File: src/rtl/cg_approx_mult_pipe.sv
// Two-stage pipelined unsigned multiplier with per-transaction exact/approximate mode.
// Repeated operand tuples skip the data-register reloads; counters expose how often that happens.
module cg_approx_mult_pipe #(
  parameter int WIDTH       = 8,
  parameter int APPROX_COLS = 3,
  parameter int CNT_W       = 16
) (
  input  logic                 clk,
  input  logic                 rst,
  input  logic                 en,
  input  logic                 in_valid,
  output logic                 in_ready,
  input  logic [WIDTH-1:0]     A,
  input  logic [WIDTH-1:0]     B,
  input  logic                 mode,
  output logic                 out_valid,
  input  logic                 out_ready,
  output logic [2*WIDTH-1:0]   Y,
  output logic                 out_mode,
  output logic [CNT_W-1:0]     op_cnt,
  output logic [CNT_W-1:0]     gated_cnt
);

  localparam int PW = 2 * WIDTH;

  logic [WIDTH-1:0] s1_a;
  logic [WIDTH-1:0] s1_b;
  logic             s1_mode;
  logic             s1_valid;
  logic             s1_repeat;
  logic             last_valid;
  logic             s2_adv;
  logic             accept;
  logic             is_repeat;
  logic [PW-1:0]    product;

  // Columns below APPROX_COLS are XOR-reduced in approximate mode; everything else is summed exactly.
  function automatic logic [PW-1:0] approx_mult(input logic [WIDTH-1:0] a,
                                                input logic [WIDTH-1:0] b,
                                                input logic             m);
    logic [PW-1:0] low;
    logic [PW-1:0] high;
    logic [PW-1:0] term;
    low  = '0;
    high = '0;
    for (int i = 0; i < WIDTH; i++) begin
      for (int j = 0; j < WIDTH; j++) begin
        term = PW'(a[i] & b[j]) << (i + j);
        if (m && ((i + j) < APPROX_COLS)) begin
          low = low ^ term;
        end else begin
          high = high + term;
        end
      end
    end
    return low + high;
  endfunction

  assign s2_adv    = en & (~out_valid | out_ready);
  assign in_ready  = en & (~s1_valid | s2_adv);
  assign accept    = in_valid & in_ready;
  // S1 data registers always hold the most recently accepted tuple.
  assign is_repeat = last_valid & (A == s1_a) & (B == s1_b) & (mode == s1_mode);
  assign product   = approx_mult(s1_a, s1_b, s1_mode);

  always_ff @(posedge clk) begin
    if (rst) begin
      s1_valid   <= 1'b0;
      s1_repeat  <= 1'b0;
      last_valid <= 1'b0;
      s1_a       <= '0;
      s1_b       <= '0;
      s1_mode    <= 1'b0;
    end else if (en) begin
      if (accept) begin
        s1_valid   <= 1'b1;
        s1_repeat  <= is_repeat;
        last_valid <= 1'b1;
        if (!is_repeat) begin
          s1_a    <= A;
          s1_b    <= B;
          s1_mode <= mode;
        end
      end else if (s2_adv) begin
        s1_valid <= 1'b0;
      end
    end
  end

  // A repeat entry leaves Y untouched: it already holds the identical predecessor result.
  always_ff @(posedge clk) begin
    if (rst) begin
      out_valid <= 1'b0;
      Y         <= '0;
      out_mode  <= 1'b0;
    end else if (s2_adv) begin
      out_valid <= s1_valid;
      if (s1_valid && !s1_repeat) begin
        Y        <= product;
        out_mode <= s1_mode;
      end
    end
  end

  always_ff @(posedge clk) begin
    if (rst) begin
      op_cnt    <= '0;
      gated_cnt <= '0;
    end else if (en && accept) begin
      if (op_cnt != {CNT_W{1'b1}}) begin
        op_cnt <= op_cnt + CNT_W'(1);
      end
      if (is_repeat && (gated_cnt != {CNT_W{1'b1}})) begin
        gated_cnt <= gated_cnt + CNT_W'(1);
      end
    end
  end

endmodule

File: config.mk
export PLATFORM = sky130hd
export DESIGN_NAME = cg_approx_mult_pipe
export DESIGN_NICKNAME = d
export VERILOG_FILES = /design/src/rtl/cg_approx_mult_pipe.sv
export SDC_FILE = /design/constraint.sdc
export NUM_CORES = 1
export LEC_CHECK = 0
export CAP_MARGIN = 40
export CORE_ASPECT_RATIO = 1.1
export CORE_MARGIN = 2
export CORE_UTILIZATION = 30
export CTS_CLUSTER_DIAMETER = 100
export DETAILED_ROUTE_END_ITERATION = 12
export GPL_ROUTABILITY_DRIVEN = 1
export GPL_TIMING_DRIVEN = 0
export SYNTH_ARGS = -nofsm -noshare
export SYNTH_HDL_FRONTEND = slang
export SYNTH_SLANG_ARGS = --single-unit
File: constraint.sdc
create_clock -name clk -period 13.9 [get_ports clk]
set_input_delay 3.475 -clock clk [delete_from_list [all_inputs] [get_ports clk]]
set_output_delay 3.475 -clock clk [all_outputs]
set_load 0.01 [all_outputs]
==> key figures, run 1 <==
Global routing
  • Initial antenna violation count: 0
  • GRT Overall Usage: 14.1%
  • Global-route wire length before repair: 22800 um
  • Grt total ovfl: 0
  • Vias in the first global route: 4638
  • Largest net degree at the start of global routing: 13

Drt
  • Avg WL per Cell: about 14 um
  • Final WL: 13800 um
  • Vias per cell: roughly 4.7
  • Remaining DRCs: 0
  • Post-DRT Antenna Nets: 0
  • First-pass DRT Iterations: 4
  • Vias: approximately 4800
  • DRT iter0 DRCs: about 160

Clock tree
  • Post-CTS Resized: 0
  • Hold buffers post-CTS: 0
  • CTS Buffer Depth: 2
  • Clock-pin slew on the worst setup and hold paths: 0.05 ns
  • H-Tree Level Count: 3
  • Latest clock arrival within the worst-skew pair: 0.34 ns
  • TritonCTS buffer count: 9
  • Clock Tree Root: clkbuf_16
  • Postcts setup bufs: 0
  • CTS tree: yes
  • Clk sinks: 70

Floorplan
  • Initial core utilization: 30.8%
  • Die X: 135 um
  • Die area: 20100 um^2
  • Top Ports: 73
  • Die height: 149 um
  • Core area: 18500 um^2
  • Rows: 52

Synthesis
  • Syn_area_per_cell: around 8.4 um^2
  • Async SR Flop Fraction: 0%
  • Unique masters post-synth: 46
  • Mux cell area share after synthesis: 4.17%
  • Post-Synth Adder-Cell Area: between 20% and 30%
  • Synth Area in Compound Gates: 9.85%
  • Number of enable flip-flop cells after synthesis: 0
  • Synth warnings: 0
  • Post-synth top flop: dfxtp_1
  • Count of state elements after synthesis: 70
  • Mapped Nets: 785
  • Gate Count Post-Synth: 677
  • Post-Syn Area: 5700 um^2
  • Largest family of logic cells by synthesized area: adder cells
  • Sequential element share of the synthesized area: 24.6%
  • Simple-gate portion of the synthesized area: 22.6%
  • Post-Synth XOR/XNOR Area: 8.91%

Worst setup path
  • Worst setup EP type: output pin
  • Critical path type: in -> out
  • Req. time, crit path: 10.43 ns
  • Setup crit start kind: primary input
  • Arrival time worst endpoint: 4.89 ns
  • Worst-path maximum fanout: 4

Timing
  • Final Setup Violations: 0
  • Fin. Hold Viols: 0
  • Clock skew: a little over 0.009 ns
  • TNS Setup: 0 ns
  • Worst-margin pin slew: 0.702 ns
  • Rel. slew slack: 52.9%
  • Final Critical Period: about 8.4 ns
  • Final Max Tran Viols: 0
  • RSZ-0062 raised after global routing: false
  • Fin crit share: 60.2%
  • Max Clk Rate: 120 MHz

Place
  • Dpl cell area: about 6700 um^2
  • PortBufs: 71
  • Placed Cells incl. Taps: about 990
  • Routability cong.: 0.835
  • HPWL Detailed: between 10000 and 15000 um

Run status
  • Status: finished, final reports clean

Layout
  • Commonest cells after routing, fill and taps aside: nand2_1, clkdlybuf4s50_1, dfxtp_1, inv_1, ha_1
  • Post-route insts no fill: 1008
  • Share of cells above drive strength 1: 4.84%
  • Diode count: 0
  • Area Overhead vs Synth: 22.7%
  • Commonest non-fill, non-tap cell in the layout: nand2_1
  • Fin area: roughly 7000 um^2
  • Nets: just under 900

Run
  • Max Cap Viol: 0

Pwr
  • Leakage: between 2 and 3 nW
  • PwrDens: just under 70 nW/um^2
  • Peak supply drop: 54.4 uV

Hold path
  • HP Class: reg -> reg
final cells by class:
| type | count | area [um^2] |
|---|---|---|
| multi-input combinational | 519 | 3950 |
| clock inverter | 5 | 35.0 |
| sequential | 70 | 1400 |
| tap | 243 | 304 |
| inverter | 53 | 199 |
| timing repair buffer | 72 | 716 |
| fill | 1934 | 11500 |
| clock buffer | 11 | 243 |
| buffer | 35 | 156 |
cells by family (layout without fill, tap and decap cells):
kind of cell / count (synthesis) / in the layout
simple gates: 257 / 257
compound gates: 94 / 94
buf+inv: 88 / 176
fa+ha+maj: 86 / 86
flops: 70 / 70
xor+xnor: 58 / 58
mux: 23 / 23
other cells: 1 / 1
worst max-delay path: stages:
cell             delay [ns]
clkdlybuf4s50_1        0.56
inv_1                  0.08
a21oi_1                0.19
clkdlybuf4s50_1        0.57
power breakdown:
part           internal, W  switching, W
Clock             0.000126     0.0000878
Combinational    0.0000239     0.0000326
Sequential        0.000205    0.00000241
through the flow:
stage,total power [W],hold slack [ns],setup slack [ns],utilization [%]
final,0.000477,0.459,5.53,37.8
after global routing,0.000498,0.486,5.51,37.8
after CTS,0.000483,0.458,5.54,37.8
after detailed placement,0.000268,0.450,5.55,36.3
after global placement,0.000268,0.445,5.54,36.2
after floorplan,0.000247,0.433,6.61,-
flip-flops by register name, summed over array words and instances (netlist names):
name and count:
Y 16, s1_repeat 1, s1_mode 1, last_valid 1, s1_b 8, s1_a 8
out_valid 1, op_cnt 16, gated_cnt 16, out_mode 1, s1_valid 1
Yosys cell counts, types with 4 or more instances:
cell type	instances	area (um^2)
buf_2	11	55.1
dfxtp_1	70	1400
mux2i_1	20	200
a211oi_1	8	60.1
nand2_1	75	282
or3_1	13	81.3
clkbuf_1	22	82.6
o21bai_1	4	30.0
nand4_1	14	87.6
nor2_1	49	184
a21o_1	6	45.0
xnor2_1	41	359
nor3_1	10	50.1
and2_1	33	206
fa_1	36	721
a21oi_1	43	215
or4_1	4	30.0
o31ai_1	6	45.0
inv_1	53	199
nor2b_1	10	62.6
and3_1	8	50.1
nand3_1	25	125
xor2_1	17	149
ha_1	50	626
o21ai_0	17	85.1
routing by layer:
layer	up-vias	global-route usage [%]	share of wire, %
li1	2428	-	-
met1	2281	17.8	46
met2	64	23.8	49
met3	9	3.68	4.3
met4	0	4.11	1.2
met5	-	0	0
path summary, 6_finish.rpt:
path / from / to / slack, ns / cells past startpoint
setup / recovery: en / in_ready / 5.53 / 4
hold / removal: Y[12]$_SDFFE_PP0P_ / Y[12]$_SDFFE_PP0P_ / 0.46 / 2
setup reg to reg: s1_b[0]$_SDFFE_PP0P_ / Y[15]$_SDFFE_PP0P_ / 6.26 / 31
hold reg to reg: Y[12]$_SDFFE_PP0P_ / Y[12]$_SDFFE_PP0P_ / 0.46 / 2
Note: power is estimated with default switching activity, not from simulation.
==> run 2: changes to the inputs <==
==> constraint.sdc (replaced) <==
create_clock -name clk -period 8.5 [get_ports clk]
set_input_delay 2.125 -clock clk [delete_from_list [all_inputs] [get_ports clk]]
set_output_delay 2.125 -clock clk [all_outputs]
set_load 0.01 [all_outputs]
==> results of run 2 <==
The final DEF is identical to that of run 1. Status: finished, final reports clean.
Main changes from that run: setup slack after placement 5.55 ns -> 0.890 ns; clock-pin slew on the worst setup and hold paths 0.05 ns -> 0.06 ns; setup slack after layout 5.53 ns -> 0.865 ns; start point of the critical path en -> s1_b[0]$_SDFFE_PP0P_; end point of the critical path in_ready -> Y[15]$_SDFFE_PP0P_; register-to-register setup slack 6.26 ns -> 0.86 ns; total power 0.000477 W -> 0.000780 W; worst IR drop on VDD 54.4 uV -> 89.0 uV
